===== src/rtl/sbox_pkg.sv =====
// sbox_pkg: shared types and constants for the S-box init/KSA controller
package sbox_pkg;
  localparam int S_DEPTH = 256;
  localparam int ADDR_W_DEF = $clog2(S_DEPTH);
  typedef enum logic [2:0] {IDLE, INIT_GO, INIT_ACK, INIT_RUN, KSA_GO, KSA_ACK, KSA_RUN, DONE} state_t;
  typedef enum logic [1:0] {OWN_NONE, OWN_INIT, OWN_KSA} owner_t;
  function automatic owner_t owner_of(state_t s);
    return (s inside {INIT_GO, INIT_ACK, INIT_RUN}) ? OWN_INIT :
           (s inside {KSA_GO, KSA_ACK, KSA_RUN}) ? OWN_KSA : OWN_NONE;
  endfunction
endpackage


===== src/rtl/sbox_if.sv =====
// sbox_if: single-port S-memory bus; master drives address/data/enable, slave returns read data
interface sbox_if import sbox_pkg::*; #(parameter int ADDR_W = ADDR_W_DEF);
  logic [ADDR_W-1:0] addr;
  logic [7:0] wrdata;
  logic [7:0] rddata;
  logic wren;
  modport master (output addr, wrdata, wren, input rddata);
  modport slave (input addr, wrdata, wren, output rddata);
endinterface


===== src/rtl/s_mem_mux.sv =====
// s_mem_mux: routes the owning engine's bus onto the shared S-memory, zeros when unowned
module s_mem_mux import sbox_pkg::*; #(parameter int ADDR_W = ADDR_W_DEF) (
  input  owner_t            owner,
  input  logic [ADDR_W-1:0] a_addr,
  input  logic [7:0]        a_wrdata,
  input  logic              a_wren,
  input  logic [ADDR_W-1:0] b_addr,
  input  logic [7:0]        b_wrdata,
  input  logic              b_wren,
  output logic [ADDR_W-1:0] s_addr,
  output logic [7:0]        s_wrdata,
  output logic              s_wren
);
  always_comb begin
    s_addr = owner == OWN_INIT ? a_addr : owner == OWN_KSA ? b_addr : '0;
    s_wrdata = owner == OWN_INIT ? a_wrdata : owner == OWN_KSA ? b_wrdata : '0;
    s_wren = owner == OWN_INIT ? a_wren : owner == OWN_KSA ? b_wren : 1'b0;
  end
endmodule


===== src/rtl/sbox_ctrl.sv =====
// sbox_ctrl: sequences the init engine then the KSA engine and arbitrates the shared S-memory
module sbox_ctrl import sbox_pkg::*; #(parameter int ADDR_W = ADDR_W_DEF) (
  input  logic    clk,
  input  logic    rst_n,
  input  logic    en,
  output logic    rdy,
  output logic    init_en,
  input  logic    init_rdy,
  output logic    ksa_en,
  input  logic    ksa_rdy,
  sbox_if.slave   init_bus,
  sbox_if.slave   ksa_bus,
  sbox_if.master  s_bus,
  output logic    conflict
);
  state_t state;
  owner_t owner;
  assign owner = owner_of(state);
  assign init_bus.rddata = s_bus.rddata;
  assign ksa_bus.rddata = s_bus.rddata;
  s_mem_mux #(.ADDR_W(ADDR_W)) u_mux (
    .owner(owner),
    .a_addr(init_bus.addr), .a_wrdata(init_bus.wrdata), .a_wren(init_bus.wren),
    .b_addr(ksa_bus.addr), .b_wrdata(ksa_bus.wrdata), .b_wren(ksa_bus.wren),
    .s_addr(s_bus.addr), .s_wrdata(s_bus.wrdata), .s_wren(s_bus.wren)
  );
  always_ff @(posedge clk) begin
    if (!rst_n) begin
      state <= IDLE;
      rdy <= 1'b1;
      init_en <= 1'b0;
      ksa_en <= 1'b0;
      conflict <= 1'b0;
    end else begin
      init_en <= 1'b0;
      ksa_en <= 1'b0;
      if ((owner != OWN_INIT && init_bus.wren) || (owner != OWN_KSA && ksa_bus.wren)) conflict <= 1'b1;
      case (state)
        IDLE: if (en) begin state <= INIT_GO; rdy <= 1'b0; end
        INIT_GO: if (init_rdy) begin state <= INIT_ACK; init_en <= 1'b1; end
        INIT_ACK: if (!init_rdy) state <= INIT_RUN;
        INIT_RUN: if (init_rdy) state <= KSA_GO;
        KSA_GO: if (ksa_rdy) begin state <= KSA_ACK; ksa_en <= 1'b1; end
        KSA_ACK: if (!ksa_rdy) state <= KSA_RUN;
        KSA_RUN: if (ksa_rdy) state <= DONE;
        DONE: begin state <= IDLE; rdy <= 1'b1; end
        default: begin state <= IDLE; rdy <= 1'b1; end
      endcase
    end
  end
endmodule


===== src/flat_wrapper.sv =====
// flat-port wrapper written by rule: the top's interface ports become plain ports
module sbox_ctrl_flat import sbox_pkg::*;
#(parameter int ADDR_W = ADDR_W_DEF)
  (clk, rst_n, en, rdy, init_en, init_rdy, ksa_en, ksa_rdy, conflict, init_bus_addr, init_bus_wrdata, init_bus_wren, init_bus_rddata, ksa_bus_addr, ksa_bus_wrdata, ksa_bus_wren, ksa_bus_rddata, s_bus_addr, s_bus_wrdata, s_bus_wren, s_bus_rddata);
  sbox_if #(.ADDR_W(ADDR_W)) init_bus_i ();
  sbox_if #(.ADDR_W(ADDR_W)) ksa_bus_i ();
  sbox_if #(.ADDR_W(ADDR_W)) s_bus_i ();
  input  logic clk;
  input  logic rst_n;
  input  logic en;
  output logic rdy;
  output logic init_en;
  input  logic init_rdy;
  output logic ksa_en;
  input  logic ksa_rdy;
  output logic conflict;
  input wire logic [$bits(init_bus_i.addr)-1:0] init_bus_addr;
  input wire logic [$bits(init_bus_i.wrdata)-1:0] init_bus_wrdata;
  input wire logic [$bits(init_bus_i.wren)-1:0] init_bus_wren;
  output wire logic [$bits(init_bus_i.rddata)-1:0] init_bus_rddata;
  input wire logic [$bits(ksa_bus_i.addr)-1:0] ksa_bus_addr;
  input wire logic [$bits(ksa_bus_i.wrdata)-1:0] ksa_bus_wrdata;
  input wire logic [$bits(ksa_bus_i.wren)-1:0] ksa_bus_wren;
  output wire logic [$bits(ksa_bus_i.rddata)-1:0] ksa_bus_rddata;
  output wire logic [$bits(s_bus_i.addr)-1:0] s_bus_addr;
  output wire logic [$bits(s_bus_i.wrdata)-1:0] s_bus_wrdata;
  output wire logic [$bits(s_bus_i.wren)-1:0] s_bus_wren;
  input wire logic [$bits(s_bus_i.rddata)-1:0] s_bus_rddata;
  assign init_bus_i.addr = init_bus_addr;
  assign init_bus_i.wrdata = init_bus_wrdata;
  assign init_bus_i.wren = init_bus_wren;
  assign init_bus_rddata = init_bus_i.rddata;
  assign ksa_bus_i.addr = ksa_bus_addr;
  assign ksa_bus_i.wrdata = ksa_bus_wrdata;
  assign ksa_bus_i.wren = ksa_bus_wren;
  assign ksa_bus_rddata = ksa_bus_i.rddata;
  assign s_bus_addr = s_bus_i.addr;
  assign s_bus_wrdata = s_bus_i.wrdata;
  assign s_bus_wren = s_bus_i.wren;
  assign s_bus_i.rddata = s_bus_rddata;
  sbox_ctrl #(.ADDR_W(ADDR_W)) u_core (.clk(clk), .rst_n(rst_n), .en(en), .rdy(rdy), .init_en(init_en), .init_rdy(init_rdy), .ksa_en(ksa_en), .ksa_rdy(ksa_rdy), .init_bus(init_bus_i), .ksa_bus(ksa_bus_i), .s_bus(s_bus_i), .conflict(conflict));
endmodule

===== config.mk =====
export PLATFORM = sky130hd
export DESIGN_NAME = sbox_ctrl_flat
export DESIGN_NICKNAME = d
export VERILOG_FILES = /design/src/rtl/sbox_pkg.sv /design/src/rtl/sbox_if.sv /design/src/rtl/s_mem_mux.sv /design/src/rtl/sbox_ctrl.sv /design/src/flat_wrapper.sv
export SDC_FILE = /design/constraint.sdc
export NUM_CORES = 1
export LEC_CHECK = 0
export CORE_MARGIN = 2
export CORE_UTILIZATION = 26
export CTS_BUF_LIST = sky130_fd_sc_hd__clkbuf_8
export DETAILED_ROUTE_END_ITERATION = 8
export PLACE_DENSITY_LB_ADDON = 0.12
export SYNTH_ARGS = -nofsm -noshare
export SYNTH_HDL_FRONTEND = slang
export SYNTH_SLANG_ARGS = --single-unit

===== constraint.sdc =====
create_clock -name clk -period 1.8 [get_ports clk]
set_clock_uncertainty 0.2 [all_clocks]
set_input_delay 0.36 -clock clk [delete_from_list [all_inputs] [get_ports clk]]
set_output_delay 0.36 -clock clk [all_outputs]
set_load 0.05 [all_outputs]

# == Word-level counts from Yosys, hierarchy flattened ==
# Cells that the tools add are included.
# classes
n_eq_ne,18
reduce_logical,11
muxes,20
# op_table
cell,count
2-to-1 mux 8 bit,4
one-hot mux 3 bit (8 select lines),1
2-to-1 mux 3 bit,7
"inequality test 2 bit, second input constant",8
"== test 3 bit, second input constant",4
AND reduction 7 bit,1
"== test 3 x 2 -> 1 bit, second input constant",2
AND reduction 2 bit,3
nonzero test 3 bit,2
2-to-1 mux 1 bit,5
2-to-1 mux 2 bit,2
"== test 3 x 1 -> 1 bit, second input constant",1
logical NOT 3 bit,1
"== test 2 x 1 -> 1 bit, second input constant",1
"== test 2 bit, second input constant",1
logical AND 1 bit,2
"inequality test 2 x 1 -> 1 bit, second input constant",1
one-hot mux 1 bit (2 select lines),1
nonzero test 2 bit,1
logical OR 1 bit,1
# word_totals
reg_bits,7
output_inout_bits,37
input_bits,47
wordCells,54

# == Logic depth before layout (Yosys ltp) ==
# Gate-level depths: netlist of the first run.
# logic_depth
ltp_word,7
depth_mapped,5
ltp_nobuf,3

# == By module ==
# Synthesis of the first run repeated with hierarchy kept, for this count alone.
# hier_totals
cells_unflattened,78
hier_area_um2,670.6
# by_module_without_submodules
mod,instances,cells_each,seq_area_each_um2,area_each_um2
sbox_ctrl,1,55,140.1,466.7
s_mem_mux,1,23,0.0,203.9

# == Worst setup path after synthesis of the first run ==
# Ideal clock, no wire load.
# synth_path
path_type,register to output
start,register u_core.state[2]
end,output port s_bus_addr[5]
t_arrival_ns,1.295
n_path_buf,2
slack_ns,-0.055
stages_incl_launch_ff,5
required_time_ns,1.240
cell_sequence,dfxtp_1 buf_6 a21boi_4 buf_8 a22o_1
# synth_via
elab_chain_len,7
elab_cells_between_ends,14
classes_between,eq/ne (8); mux (4); reduce/logical (2)
# synth_rtl
element,line,source
"start, declared",sbox_ctrl.sv:16,state_t state;
"start signal, assigned",sbox_ctrl.sv:29,state <= IDLE;
"start signal, assigned",sbox_ctrl.sv:39,IDLE: if (en) begin state <= INIT_GO; rdy <= 1'b0; end
"start signal, assigned",sbox_ctrl.sv:40,INIT_GO: if (init_rdy) begin state <= INIT_ACK; init_en <= 1'b1; end
== test 3 bit,sbox_pkg.sv:9,"(s inside {KSA_GO, KSA_ACK, KSA_RUN}) ? OWN_KSA : OWN_NONE;"
nonzero test 3 bit,sbox_pkg.sv:9,
2-to-1 mux 2 bit,sbox_pkg.sv:9,
2-to-1 mux 2 bit (*),sbox_pkg.sv:8,"return (s inside {INIT_GO, INIT_ACK, INIT_RUN}) ? OWN_INIT :"
== test 2 bit,s_mem_mux.sv:15,s_addr = owner == OWN_INIT ? a_addr : owner == OWN_KSA ? b_addr : '0;
2-to-1 mux 8 bit,s_mem_mux.sv:15,
2-to-1 mux 8 bit (*),s_mem_mux.sv:15,
"end, declared",flat_wrapper.sv:25,output wire logic [$bits(s_bus_i.addr)-1:0] s_bus_addr;
# Every way passes the cells marked *; elsewhere a longest branch is shown, timed or not.

# == Worst setup path after layout of the first run ==
# layout_path
start,register u_core.state[2]
end,output port s_bus_wrdata[2]
# layout_via
elab_chain_len,7
elab_cells_between_ends,14
classes_between,eq/ne (8); mux (4); reduce/logical (2)
# layout_rtl
element,line,source
== test 3 bit,sbox_pkg.sv:9,
nonzero test 3 bit,sbox_pkg.sv:9,
2-to-1 mux 2 bit,sbox_pkg.sv:9,
2-to-1 mux 2 bit (*),sbox_pkg.sv:8,
== test 2 bit,s_mem_mux.sv:16,s_wrdata = owner == OWN_INIT ? a_wrdata : owner == OWN_KSA ? b_wrdata : '0;
2-to-1 mux 8 bit,s_mem_mux.sv:16,
2-to-1 mux 8 bit (*),s_mem_mux.sv:16,
"end, declared",flat_wrapper.sv:26,output wire logic [$bits(s_bus_i.wrdata)-1:0] s_bus_wrdata;
# Marked as above.

==> results by group, run 1 <==
Setup path
  • CP most frequent cell: buf_12
  • Peak fanout along the critical path: 18
  • Critical path type: reg2out
  • Reg2reg end: u_core.rdy$_SDFFE_PN1P_
  • Worst Path Required: about 1200 ps
  • Crit path max-delay cell type: dfxtp_4
  • Reg2Reg Depth: 4
  • Crit-path max cell delay: 350 ps
  • CP endpoint kind: primary output
  • Arrival time worst endpoint: roughly 1300 ps
  • CP Cell Sequence: a21boi_4 -> buf_12 -> a22o_2 -> buf_12
  • Critical path startpoint category: flop
  • Worst reg-to-reg setup slack: approximately 390 ps
  • Worst r2r src: u_core.state[1]$_SDFFE_PN0P_

Drt
  • Final Routed Wirelength: about 2100 microns
  • Routed WL per cell: about 14 microns
  • DR vias: a little over 700
  • DRC viols: 0
  • First-pass iteration count of the detailed router: 1
  • DR vias/cell: about 4.8
  • Initial DRC count: 0
  • Routed Antenna Nets: 0

Layout
  • Finished Core Util: 0.5897
  • Final nets: about 170
  • Finished Layout Cells: about 150
  • P&R area growth vs syn: 118.3%
  • Register Area: 146.4 sq um
  • Fin area: ~1400 sq um
  • Fillers: between 200 and 250
  • Commonest non-fill, non-tap cells in the layout: clkdlybuf4s50_1 (38), buf_12 (21), a22o_2 (15)
  • Diodes inserted: 0
  • Share of cells above drive strength 1: 0.4380
  • Area of the multi-input gates: ~370 sq um
  • Most common cell after layout, fill and taps aside: clkdlybuf4s50_1

Yosys
  • Cells after synthesis: 73
  • Seq cells post-synth: 7
  • Register area share after synthesis: 0.2113
  • Distinct cells, synth: 25
  • Top post-synthesis cells by area: dfxtp_1 (21%), buf_4 (19%), a22o_1 (15%), a22o_2 (9.1%), nor2b_1 (3.8%)
  • Synth top area share: 0.2113
  • Yosys warning total: 0
  • Mapped Avg Cell Area: between 9 and 10 sq um
  • Synthesized net count: 120
  • Synthesized cell area: about 660 sq um
  • Largest area contributor in the netlist: dfxtp_1

Hold path
  • Hold Path Origin: u_core.conflict$_SDFFE_PN0P_
  • Hold path depth: 2
  • Hold Path Class: reg2reg
  • Hold endpoint: u_core.conflict$_SDFFE_PN0P_

Clock network
  • CTS hold repair buffers: 0
  • CTS H-tree depth: 1
  • CTS tree: built
  • # clock sinks: 7
  • CTS max path bufs: 2
  • Clk_lat worst skew: roughly 230 ps
  • Total CTS buffers: 3
  • Root Buffer: clkbuf_8
  • Worst-path clk slew: roughly 40 ps

Floorplan
  • Initial core utilization: 0.2701
  • Core Box Area: roughly 2500 sq um
  • Die Wd: 54.50 microns
  • Chip height: roughly 55 microns
  • Die Area: 2970 sq um
  • IO Count: between 80 and 90
  • Rows: 18

Place
  • # placed instances: about 150
  • Placed inst area: between 1000 and 1500 sq um
  • RD Place Congestion: between 0.7 and 0.8
  • Detailed Place HPWL: roughly 1700 microns
  • Port Buffer Count: between 50 and 60

Timing
  • WHS: 341.7 ps
  • Worst Slack Setup Final: -68.64 ps
  • Fin crit share: 1.038
  • Relative slew slack: 0.8124
  • Slew of the pin with the lowest slew margin: ~280 ps
  • Post-route setup TNS: -1002 ps
  • Final Max Slew Viols: 0
  • Endpoints failing setup: 17
  • Highest Clock Rate: 0.5351 GHz
  • RSZ-0062 raised after global routing: true
  • Hold Violations, Final: 0
  • Period minus WS final: around 1900 ps

Global route
  • First-pass GRT wire length: 3029 microns
  • Largest net degree at the start of global routing: 19
  • GRT overflow: 0
  • Total Routing Usage GR: 0.1416
  • Initial antenna violation count: 0
  • Vias in the first global route: 685

Job
  • Max_cap viols: 0

Status
  • Status: finished with violations
  • Violated checks: setup timing

Power
  • Worst vdd rail ir drop: 428.3 uV
  • Cell Pwr Density: 704.0 nW/um^2
  • Pleak: about 0.61 nW
==> sequential cells by signal (all words and copies together), names as in the netlist <==
name	flops
u_core.conflict	1
u_core.init_en	1
u_core.ksa_en	1
u_core.rdy	1
u_core.state	3
==> cell families after synthesis <==
kind of cell,after synthesis,synth area share
compound gates,28,0.3679
buf+inv,21,0.2566
flops,7,0.2113
simple gates,17,0.1641
==> timing repair <==
item / 4_1_cts / 5_1_grt
setup endpoints to repair: 17 / 17
setup buffers: 0 / 1
pin swaps: 0 / 0
gates resized for setup: 3 / 2
==> per-stage QoR <==
step / worst slack, ps / power (W)
floorplan: 52.54 / 0.0005670
global placement: 53.16 / 0.0008023
detailed placement: 34.23 / 0.0008081
CTS: -76.71 / 0.001029
global route: -102.9 / 0.001058
finish: -68.64 / 0.001019
==> worst max-delay path, delay by kind of cell (launching register included) <==
kind                   cells  cell delay (ps)
AO/OA/AOI/OAI              2              430
buffers and inverters      2              300
flip-flops                 1              350
==> metal layers <==
metal | global-route usage | routed length [microns] | vias to the layer above
met4 | 0.08750 | 40 | 0
met3 | 0.06011 | 320 | 8
met5 | 0 | 0 | -
met2 | 0.2450 | 974 | 49
li1 | - | - | 351
met1 | 0.1386 | 772 | 319
==> layout make-up <==
| class | count | share of cell area |
|---|---|---|
| timing repair buffer | 65 | 0.5843 |
| clock inverter | 1 | 0.002593 |
| sequential | 7 | 0.1011 |
| multi-input combinational | 45 | 0.2576 |
| clock buffer | 3 | 0.02852 |
| tap | 30 | 0.02593 |
==> synth_stat cells <==
master and n:
nor2b_1 4, o21ai_1 1, buf_4 17, nand2_1 4, buf_6 2, a22o_1 11, nor2_1 1, dfxtp_1 7
and2b_1 1, a22o_2 6, and3_1 1, a31oi_1 1, a21boi_4 1, o221ai_2 1, or3b_1 1, o21ai_0 3
buf_2 1, a21boi_0 1, and4_1 1, nor3_1 1, buf_8 1, nor2_4 2, a21oi_1 2, and2_1 1
o211a_1 1
==> power breakdown <==
| part | internal [W] | leakage [nW] | switching, W | total [W] |
|---|---|---|---|---|
| clock | 0.000147 | 0.0269 | 0.0000668 | 0.000214 |
| combinational | 0.000332 | 0.520 | 0.000290 | 0.000621 |
| sequential | 0.000168 | 0.0591 | 0.0000156 | 0.000184 |
| total | 0.000647 | 0.606 | 0.000372 | 0.00102 |
==> worst max-delay path by stage <==
stage                                            start               to  slack (ps)
after floorplan           u_core.state[2]$_SDFFE_PN0P_    s_bus_addr[3]          50
after global placement                    ksa_bus_wren       s_bus_wren          50
after detailed placement                  ksa_bus_wren       s_bus_wren          30
after CTS                 u_core.state[2]$_SDFFE_PN0P_    s_bus_addr[3]         -80
after global routing      u_core.state[2]$_SDFFE_PN0P_    s_bus_addr[4]        -100
final                     u_core.state[2]$_SDFFE_PN0P_  s_bus_wrdata[2]         -70
Note: power is estimated with default switching activity, not from simulation.
==> run 2: changes to the inputs <==
Clock period 1.8 ns to 1.86 ns, I/O delays scaled along.
==> results by group, run 2 (synthesized netlist as in run 1, its figures left out) <==
Drt
  • DR vias/cell: around 4.7
  • DRC viols: 0
  • Initial DRC count: 12
  • Routed Antenna Nets: 0
  • Routed WL per cell: approximately 14 microns
  • Final Routed Wirelength: about 2100 microns
  • First-pass iteration count of the detailed router: 4
  • DR vias: 730

Setup path
  • Critical path type: reg2out
  • Worst Path Required: 1290 ps
  • CP Cell Sequence: buf_4 -> nor2_4 -> buf_12 -> a22o_1 -> buf_12
  • Crit-path max cell delay: ~340 ps
  • Crit-path leading delay family: buffers and inverters
  • CP most frequent cell: buf_12
  • Arrival time worst endpoint: ~1300 ps
  • Crit path max-delay cell type: dfxtp_4
  • CP bufs+invs: 3
  • CP endpoint kind: primary output
  • Peak fanout along the critical path: 18
  • Critical path startpoint category: flop

Layout
  • P&R area growth vs syn: 119.2%
  • Register bank with the most flops: u_core.state
  • Fillers: 200
  • Largest register FFs: 3
  • Share of cells above drive strength 1: 0.4560
  • Finished Layout Cells: between 150 and 200
  • Commonest non-fill, non-tap cells in the layout: clkdlybuf4s50_1 (38), buf_12 (18), a22o_2 (15)
  • Diodes inserted: 0
  • Final nets: roughly 170
  • Most common cell after layout, fill and taps aside: clkdlybuf4s50_1

Timing
  • WHS: a little under 300 ps
  • Fin crit share: 1.002
  • Highest Clock Rate: between 0.5 and 0.6 GHz
  • Endpoints failing setup: 1
  • RSZ-0062 raised after global routing: true
  • Post-route setup TNS: -3.638 ps
  • Hold Violations, Final: 0
  • Final Max Slew Viols: 0
  • Slew of the pin with the lowest slew margin: roughly 280 ps
  • Worst Slack Setup Final: -3.638 ps
  • Relative slew slack: 0.8138
  • Period minus WS final: 1864 ps

Job
  • Max_cap viols: 0

Clock network
  • Clk_lat worst skew: ~230 ps
  • Root Buffer: clkbuf_8
  • CTS tree: built
  • Total CTS buffers: 3
  • # clock sinks: 7
  • Worst-path clk slew: around 40 ps
  • CTS max path bufs: 2
  • CTS H-tree depth: 1

Power
  • Sw frac: 0.3678
  • Cell Pwr Density: approximately 670 nW/um^2
  • Internal: 0.0006169 W
  • Combinational share of power: 0.607
  • Final Total Pwr: about 0.00098 W
  • Net switching power: around 0.00036 W
  • Worst vdd rail ir drop: 699.6 uV
  • Sequential power share: 0.179
  • Clock power share: 0.215
  • Pleak: around 0.6 nW

Status
  • Status: finished with violations
  • Violated checks: setup timing

Floorplan
  • IO Count: 84
  • Die Wd: around 55 microns
  • Die Area: a little under 3000 sq um
  • Chip height: about 55 microns
  • Rows: 18
  • Core Box Area: 2455 sq um
  • Initial core utilization: 0.2701

Global route
  • First-pass GRT wire length: 2904 microns
  • Largest net degree at the start of global routing: 19
  • Total Routing Usage GR: 0.1397
  • Initial antenna violation count: 0
  • GRT overflow: 0
  • Vias in the first global route: 611

Place
  • # placed instances: 147
  • Detailed Place HPWL: around 1700 microns
  • RD Place Congestion: approximately 0.69
  • Port Buffer Count: 59
  • Place WS: 79.06 ps

Hold path
  • Hold Path Class: reg2reg
==> run 2: worst register-to-register path, delay by kind of cell, from the launching register on <==
kind                   cells  cell delay, ps
flip-flops                 1             360
buffers and inverters      1             160
AND/OR/NAND/NOR            1             360
AO/OA/AOI/OAI              2             230
==> run 2: worst paths after layout <==
kind,start,end,slack [ps],cells after the start
setup / recovery,u_core.state[2]$_SDFFE_PN0P_,s_bus_addr[4],-4,5
hold / removal,u_core.conflict$_SDFFE_PN0P_,u_core.conflict$_SDFFE_PN0P_,290,2
setup reg to reg,u_core.state[1]$_SDFFE_PN0P_,u_core.rdy$_SDFFE_PN1P_,430,4
hold reg to reg,u_core.conflict$_SDFFE_PN0P_,u_core.conflict$_SDFFE_PN0P_,290,2
==> run 2: timing repair <==
| action | 4_1_cts | 5_1_grt |
|---|---|---|
| setup buffers | 1 | 2 |
| pin swaps | 2 | 0 |
| gates resized for setup | 5 | 5 |
| hold buffers | 0 | 0 |
| setup endpoints to repair | 17 | 17 |
| gates cloned | 0 | 1 |
==> run 2: metrics by stage <==
step | instance area (sq um) | utilization
after CTS | 1414 | 0.5759
after global placement | 1350 | 0.5499
after detailed placement | 1350 | 0.5499
final | 1454 | 0.5923
after global routing | 1454 | 0.5923
after floorplan | 674.4 | -
==> run 2: final cells by class <==
class / count / area, sq um / area share
timing repair buffer: 69 / 849.6 / 0.5843
clock inverter: 1 / 3.754 / 0.002582
multi-input combinational: 45 / 372.9 / 0.2565
sequential: 7 / 148.9 / 0.1024
tap: 30 / 37.54 / 0.02582
clock buffer: 3 / 41.29 / 0.02840
==> run 2: power groups by stage <==
stage	logic, W	registers, W	clock network [W]
floorplan	0.000355	0.000194	0
global placement	0.000582	0.000177	0
detailed placement	0.000584	0.000178	0
CTS	0.000587	0.000176	0.000217
global route	0.000615	0.000176	0.000225
finish	0.000592	0.000174	0.000209
==> run 2: per-layer routing <==
metal / up-vias / global-route usage / wire [microns]
li1: 358 / - / -
met1: 320 / 0.1560 / 825
met2: 46 / 0.2068 / 916
met3: 6 / 0.06284 / 323
met4: 0 / 0.1042 / 53
met5: - / 0 / 0
==> run 3: changes to the inputs <==
Settings changed: CORE_UTILIZATION 26 to 25, CTS_BUF_LIST sky130_fd_sc_hd__clkbuf_8 to sky130_fd_sc_hd__clkbuf_4 sky130_fd_sc_hd__clkbuf_8 sky130_fd_sc_hd__clkbuf_16, TNS_END_PERCENT from default to 100.
==> results by group, run 3 (synthesized netlist as in run 1, its figures left out) <==
Clock network
  • Clk_lat worst skew: about 250 ps
  • CTS max path bufs: 2
  • CTS H-tree depth: 1
  • Root Buffer: clkbuf_4
  • CTS tree: built
  • # clock sinks: 7
  • Total CTS buffers: 3
  • Worst-path clk slew: roughly 50 ps

Floorplan
  • Rows: 18
  • Core Box Area: ~2500 sq um
  • Initial core utilization: 0.2653
  • Die Wd: roughly 56 microns
  • Die Area: between 3000 and 4000 sq um
  • IO Count: 84
  • Chip height: between 50 and 60 microns

Job
  • Max_cap viols: 0

Timing
  • Final Max Slew Viols: 0
  • Highest Clock Rate: around 0.53 GHz
  • Relative slew slack: 0.8021
  • Worst Slack Setup Final: -22.90 ps
  • Period minus WS final: 1883 ps
  • Hold Violations, Final: 0
  • Endpoints failing setup: 14
  • Slew of the pin with the lowest slew margin: 295.9 ps
  • Post-route setup TNS: -188.5 ps
  • RSZ-0062 raised after global routing: true
  • Fin crit share: 1.012

Setup path
  • Critical path startpoint category: flop
  • Critical path type: reg2out
  • Worst r2r src: u_core.state[2]$_SDFFE_PN0P_
  • Crit-path max cell delay: approximately 390 ps
  • CP endpoint kind: primary output
  • CP Cell Sequence: a21boi_4 -> buf_12 -> a22o_2 -> buf_12
  • Reg2reg end: u_core.rdy$_SDFFE_PN1P_
  • Reg2Reg Depth: 5
  • Arrival time worst endpoint: between 1000 and 1500 ps
  • Crit path max-delay cell type: dfxtp_2
  • Worst Path Required: 1290 ps
  • Worst reg-to-reg setup slack: about 370 ps
  • CP most frequent cell: buf_12
  • Peak fanout along the critical path: 18

Global route
  • Vias in the first global route: 723
  • Largest net degree at the start of global routing: 19
  • Total Routing Usage GR: 0.1383
  • First-pass GRT wire length: 3470 microns
  • GRT overflow: 0
  • Initial antenna violation count: 0

Place
  • # placed instances: around 150
  • Placed inst area: 1350 sq um
  • Detailed Place HPWL: about 1800 microns
  • RD Place Congestion: 0.7811
  • Port Buffer Count: 59

Layout
  • Largest register FFs: 3
  • Final nets: 170
  • Finished Core Util: 0.5736
  • Fillers: 219
  • Register bank with the most flops: u_core.state
  • Most common cell after layout, fill and taps aside: clkdlybuf4s50_1
  • Finished Layout Cells: around 150
  • Commonest non-fill, non-tap cells in the layout: clkdlybuf4s50_1 (38), buf_12 (18), a22o_2 (13)
  • P&R area growth vs syn: 116.2%
  • Diodes inserted: 0
  • Fin area: around 1400 sq um
  • Share of cells above drive strength 1: 0.4590

Drt
  • Routed Antenna Nets: 0
  • Routed WL per cell: approximately 14 microns
  • Top layer used by detailed routing: met4
  • First-pass iteration count of the detailed router: 4
  • Final Routed Wirelength: ~2200 microns
  • DR vias: 738
  • Routed length on met3: between 200 and 250 microns
  • DR vias/cell: ~4.9
  • DRC viols: 0
  • Met1 WL: a little under 900 microns
  • Initial DRC count: 30
  • Met2 wire len: 1070 microns

Status
  • Violated checks: setup timing
  • Status: finished with violations

Hold path
  • Hold Path Class: reg2reg
  • Hold endpoint: u_core.conflict$_SDFFE_PN0P_
  • Hold path depth: 2
  • Hold Path Origin: u_core.conflict$_SDFFE_PN0P_

Power
  • Cell Pwr Density: around 640 nW/um^2
  • Worst vdd rail ir drop: roughly 420 uV
  • Pleak: between 0.6 and 0.7 nW
[run 3: changes by cell type in the layout (fill, tap and decap cells not counted), sizes merged]
cell	delta
buf	-3
clkbuf	+1
inv	-1
[run 3: how the worst max path moves through the flow]
stage	from	to	slack (ps)
after floorplan	u_core.state[2]$_SDFFE_PN0P_	s_bus_addr[3]	100
after global placement	ksa_bus_wren	s_bus_wren	90
after detailed placement	ksa_bus_wren	s_bus_wren	70
after CTS	u_core.state[1]$_SDFFE_PN0P_	s_bus_addr[4]	-30
final	u_core.state[1]$_SDFFE_PN0P_	s_bus_addr[0]	-20
after global routing	u_core.state[1]$_SDFFE_PN0P_	s_bus_addr[0]	-60
[run 3: per-stage QoR]
stage	total power (W)	hold slack, ps	worst slack [ps]
floorplan	0.0005487	252.0	100.5
global placement	0.0007529	247.4	89.39
detailed placement	0.0007584	277.0	68.55
CTS	0.0009278	289.9	-30.65
global route	0.0009635	329.1	-58.97
finish	0.0009245	290.7	-22.90
[run 3: final cells by class]
| class | instances | area, sq um | area share |
|---|---|---|---|
| well taps | 30 | 37.54 | 0.02618 |
| flip-flops and latches | 7 | 146.4 | 0.1021 |
| clock buffers | 4 | 30.03 | 0.02094 |
| repair buffers | 66 | 823.3 | 0.5742 |
| multi-input cells | 45 | 396.6 | 0.2766 |
[run 3: metal layers]
| layer | vias to the layer above | GRT usage |
|---|---|---|
| met4 | 0 | 0.04878 |
| met5 | - | 0 |
| li1 | 351 | - |
| met2 | 47 | 0.2347 |
| met3 | 5 | 0.04684 |
| met1 | 335 | 0.1607 |
[run 3: critical path, delay by kind of cell, from the launching register on]
family / cells / cell delay [ps]
flip-flops: 1 / 390
AO/OA/AOI/OAI: 2 / 360
buffers and inverters: 2 / 300
[run 3: power breakdown]
group	total [W]	internal, W	switching, W
Clock	0.000152	0.0000964	0.0000555
Sequential	0.000175	0.000163	0.0000121
Combinational	0.000598	0.000313	0.000285
[run 3: timing repair]
item / in CTS / in global routing
hold buffers: 0 / 0
buffers inserted: 1 / 0
endpoints found under the setup margin: 17 / 17
hold endpoints to repair: 0 / 0
gates resized for setup: 8 / 2
pin swaps: 0 / 1
